`src/rtl/rysy_mem_arbiter.sv`:
```
// Two-master round-robin arbiter (rysy_core bus = m0, loader/debug = m1) in front of one single-port sync RAM.
// Latency: grant is combinational in the request cycle; rvalid/rdata follow exactly one cycle after the grant.
// Backpressure: a master holds req and fields until gnt; m0 waits indefinitely while m1 holds the lock.
module rysy_mem_arbiter #(
  parameter int ADDR_W = 32,
  parameter int DATA_W = 32
) (
  input  logic                clk,
  input  logic                rst,
  input  logic                m0_req,
  input  logic                m0_we,
  input  logic [DATA_W/8-1:0] m0_be,
  input  logic [ADDR_W-1:0]   m0_addr,
  input  logic [DATA_W-1:0]   m0_wdata,
  output logic                m0_gnt,
  output logic                m0_rvalid,
  output logic [DATA_W-1:0]   m0_rdata,
  input  logic                m1_req,
  input  logic                m1_we,
  input  logic [DATA_W/8-1:0] m1_be,
  input  logic [ADDR_W-1:0]   m1_addr,
  input  logic [DATA_W-1:0]   m1_wdata,
  input  logic                m1_lock,
  output logic                m1_gnt,
  output logic                m1_rvalid,
  output logic [DATA_W-1:0]   m1_rdata,
  output logic [ADDR_W-1:0]   mem_addr,
  output logic [DATA_W-1:0]   mem_wdata,
  output logic                mem_we,
  output logic [DATA_W/8-1:0] mem_be,
  input  logic [DATA_W-1:0]   mem_rdata
);

  typedef enum logic {ARB, LOCKED} state_t;

  state_t            state_q, state_d;
  logic              last_grant_q, last_grant_d;  // 1 = m1 was granted most recently
  logic              resp_valid_q;
  logic              resp_owner_q;                // 1 = response belongs to m1
  logic [ADDR_W-1:0] addr_q;
  logic [DATA_W-1:0] wdata_q;

  // Grant decision and next-state; nothing is granted while reset is held.
  always_comb begin
    m0_gnt       = 1'b0;
    m1_gnt       = 1'b0;
    state_d      = state_q;
    last_grant_d = last_grant_q;
    if (rst) begin
      case (state_q)
        ARB: begin
          if (m0_req && m1_req) begin
            m0_gnt = last_grant_q;
            m1_gnt = !last_grant_q;
          end else begin
            m0_gnt = m0_req;
            m1_gnt = m1_req;
          end
        end
        LOCKED: m1_gnt = m1_req;
        default: ;
      endcase
      if (m0_gnt) last_grant_d = 1'b0;
      if (m1_gnt) begin
        last_grant_d = 1'b1;
        // Every granted m1 access re-decides the lock from its own lock bit.
        state_d      = m1_lock ? LOCKED : ARB;
      end
    end
  end

  // RAM port mux; address/data hold their last granted values when idle.
  always_comb begin
    mem_addr  = addr_q;
    mem_wdata = wdata_q;
    mem_we    = 1'b0;
    mem_be    = '0;
    if (m0_gnt) begin
      mem_addr  = m0_addr;
      mem_wdata = m0_wdata;
      mem_we    = m0_we;
      mem_be    = m0_be;
    end else if (m1_gnt) begin
      mem_addr  = m1_addr;
      mem_wdata = m1_wdata;
      mem_we    = m1_we;
      mem_be    = m1_be;
    end
  end

  // Arbitration state, response tracking and held RAM address/data.
  always_ff @(posedge clk or negedge rst) begin
    if (!rst) begin
      state_q      <= ARB;
      last_grant_q <= 1'b1;
      resp_valid_q <= 1'b0;
      resp_owner_q <= 1'b0;
      addr_q       <= '0;
      wdata_q      <= '0;
    end else begin
      state_q      <= state_d;
      last_grant_q <= last_grant_d;
      resp_valid_q <= m0_gnt | m1_gnt;
      if (m0_gnt | m1_gnt) resp_owner_q <= m1_gnt;
      addr_q       <= mem_addr;
      wdata_q      <= mem_wdata;
    end
  end

  // Response steering: only the owner sees RAM data, the other side reads zero.
  always_comb begin
    m0_rvalid = resp_valid_q && !resp_owner_q;
    m1_rvalid = resp_valid_q &&  resp_owner_q;
    m0_rdata  = m0_rvalid ? mem_rdata : '0;
    m1_rdata  = m1_rvalid ? mem_rdata : '0;
  end

endmodule
```
`config.mk`:
```
export PLATFORM = sky130hd
export DESIGN_NAME = rysy_mem_arbiter
export DESIGN_NICKNAME = d
export VERILOG_FILES = /design/src/rtl/rysy_mem_arbiter.sv
export SDC_FILE = /design/constraint.sdc
export NUM_CORES = 1
export LEC_CHECK = 0
export BUFFER_PORTS_ARGS = -buffer_cell sky130_fd_sc_hd__buf_2
export CORE_AREA = 3 3 120 122
export CTS_BUF_LIST = sky130_fd_sc_hd__clkbuf_4 sky130_fd_sc_hd__clkbuf_8
export DETAILED_ROUTE_END_ITERATION = 10
export DIE_AREA = 0 0 123 125
export GPL_TIMING_DRIVEN = 1
export PLACE_DENSITY = 0.66
export SYNTH_ARGS = -nofsm -noshare
export SYNTH_HDL_FRONTEND = slang
export SYNTH_SLANG_ARGS = --single-unit
```
`constraint.sdc`:
```
create_clock -name clk -period 2.1 [get_ports clk]
set_input_delay 0.105 -clock clk [delete_from_list [all_inputs] [get_ports clk]]
set_output_delay 0.105 -clock clk [all_outputs]
set_load 0.005 [all_outputs]
```
==> flow_summary.yaml <==
global_route:
  grt-ovfl-total: 0
  grt_pass1_vias: 4778
  antenna_found_initial: 1
  grt_max_degree: 49
  grt_util_all_layers_pct: 21.8
  grt_pass1_wl_um: 26400
clocking:
  path_clk_slew_ns: 0.08
  cts_tree: "yes"
  clock_sinks: 68
  cts_buffers: 9
  post_cts_buffers: 0
  clockBufferDepth: 2
  ctsRootBufferMaster: "clkbuf_8"
  htreeDepth: 3
  clk_latency_ns: 0.36
timing:
  fin_skew_ns: 0.00554
  final_hold_viol_count: 0
  rsz0062_at_grt: "yes"
  drv_slew: 0
  max_slew.worst_pin.slew_ns: 0.613
  finalCritPeriodShare_pct: 95.3
  period_minus_slack_ns: 2.00
  max_freq_ghz: 0.500
  slew_headroom_pct: 59.1
  whs_ns: 0.0227
  setup_viol: 0
worst_setup_path:
  cp.required_ns: 2.00
  crit_chain: "and3b_2, buf_12, o21ai_0, a2bb2oi_1, buf_2"
  worst_path_largest_cell_delay_ns: 0.55
  crit_start: "last_grant_q"
  worst_r2r_startpoint: "last_grant_q"
  cp.arrival_ns: 1.90
  crit_path_end_kind: "output port"
  cp_slowest_cell: "dfstp_2"
  worstSetupStartpointType: "flop"
  worst-r2r-cell-count: 4
  path_class: "reg -> out"
  worstPathMaxFanout: 45
synth:
  synthSimpleGateAreaFrac_pct: 11.2
  ys_types: 26
  syn_nets: 579
  syn_area_um2: 4400
  ys_seq_elements: 68
  synth_xor_area_share_pct: 0
  synthCells: 404
  synth_top_family_by_area: "compound AO/OA/AOI/OAI gates"
  synthMuxAreaShare_pct: 0.256
  syn_area_per_cell_um2: 10.9
  yosysWarnings: 0
  synth_compound_area_share_pct: 41.3
  synthAdderAreaFrac_pct: 0
  yosysSeqAreaShare_pct: 38.7
die:
  pin_count: 312
  die_area_um2: 15400
  rows: 42
  die_w_um: 123
  fp.dieH_um: 125
  initial_core_util_pct: 33.1
  core_um2: 13300
drt:
  vias: 4852
  drc: 0
  firstDrtPassIters: 5
  drtIter0Drc: 299
  vias_per_cell: 5.45
  avgRoutedWirePerCell_um: 19.9
  postRouteWirelength_um: 17700
  ant_nets: 0
placement:
  dp.final_hpwl_um: 13100
  placed_area_um2: 6010
  finalWeightedCongestion: 1.04
  port_buffers: 311
hold_path:
  hold-path-cell-count: 2
  holdCritPathClass: "in -> reg"
  worstHoldStart: "m0_wdata[26]"
status:
  status: "finished clean"
layout:
  finalInstanceArea_um2: 6490
  area_delta_synth_final_pct: 47.5
  mostFrequentLayoutCell: "buf_2"
  fill_cells: 1264
  final_cell_mix: "310 x buf_2, 67 x dfrtp_1, 64 x a32oi_1"
  nets: 883
  seq_area_um2: 1700
  utilization_pct: 48.8
  drive_gt1_share_pct: 57.6
  multi_input_area_um2: 2380
power:
  ir_drop_mv: 0.461
  leakagePower_nw: 3.19
  power_density_nw_per_um2: 827
flow_run:
  max_cap_viol_count: 0
## where the power goes
| group | leakage [nW] | switching (W) | internal (W) |
|---|---|---|---|
| sequential | 0.799 | 0.000104 | 0.00172 |
| clock | 0.0958 | 0.000552 | 0.000553 |
| combinational | 2.29 | 0.00131 | 0.00113 |
## Yosys cell counts, drive strengths merged
cell	count	area (um^2)
mux2	1	11.3
clkbuf	13	48.8
dfstp	1	26.3
nor2b	2	12.5
nand2	2	12.5
nand3b	1	7.51
o21a	1	7.51
dfrtp	67	1680
and3	32	200
o21ai	64	320
a2bb2oi	64	873
nand2b	1	6.26
and2	34	213
a22o	5	43.8
inv	1	3.75
a32oi	64	561
nor2	2	23.8
a21o	1	7.51
and3b	2	17.5
buf	45	322
a21oi	1	5.00
## registers in the layout, indices dropped and copies added (netlist names)
signal        count
wdata_q          32
resp_owner_q      1
addr_q           32
state_q           1
last_grant_q      1
resp_valid_q      1
## worst max-delay path: cells and delay by family (launching register included)
kind                   cells  cell delay, ns
DFF                        1            0.55
and+or+nand+nor            1            0.22
buffers and inverters      2            0.38
AOI/OAI and AO/OA          2            0.37
## logic make-up (layout without fill, tap and decap cells)
family                 Yosys count  after routing
AO/OA/AOI/OAI                  200            200
buffers and inverters           59            368
multiplexers                     1              1
flip-flops                      68             68
other                            0              1
AND/OR/NAND/NOR                 76             76
## stage by stage
stage	cells	TNS (ns)	setup slack (ns)	total power (W)
3_3_place_gp	852	0	0.432	0.00414
3_5_place_dp	852	0	0.384	0.00421
6_report	890	0	0.0989	0.00537
2_1_floorplan	404	0	0.734	0.00321
4_1_cts	889	0	0.00488	0.00538
5_1_grt	890	-0.103	-0.0320	0.00572
## final cells by class
| class | count | share of cell area [%] |
|---|---|---|
| Clock inverter | 7 | 1.18 |
| Timing Repair Buffer | 351 | 30.5 |
| Clock buffer | 9 | 1.91 |
| Inverter | 1 | 0.0579 |
| Sequential cell | 68 | 26.2 |
| Tap cell | 176 | 3.39 |
| Antenna cell | 1 | 0.0386 |
| Multi-Input combinational cell | 277 | 36.6 |
## timing repair
| action | in CTS | in global routing |
|---|---|---|
| hold endpoints to repair | 88 | 0 |
| resized for setup | 1 | 14 |
| pin swaps | 0 | 1 |
| hold buffers | 21 | 0 |
| endpoints found under the setup margin | 2 | 41 |
## routing by layer
layer / part of all wire (%) / GRT usage [%] / up-vias
li1: - / - / 2213
met1: 41 / 28.2 / 2358
met2: 50 / 36.7 / 261
met3: 8.2 / 5.60 / 20
met4: 1.1 / 4.36 / 0
met5: 0 / 0 / -
## worst paths after layout
check / endpoint / slack (ns)
setup / recovery: mem_wdata[10] / 0.1
max in group asynchronous: wdata_q[27] / 1.23
hold / removal: wdata_q[26] / 0.02
hold reg to reg: last_grant_q / 0.52
setup reg to reg: state_q / 0.55
min in group asynchronous: wdata_q[2] / 0.32
Note: power is estimated with default switching activity, not from simulation.
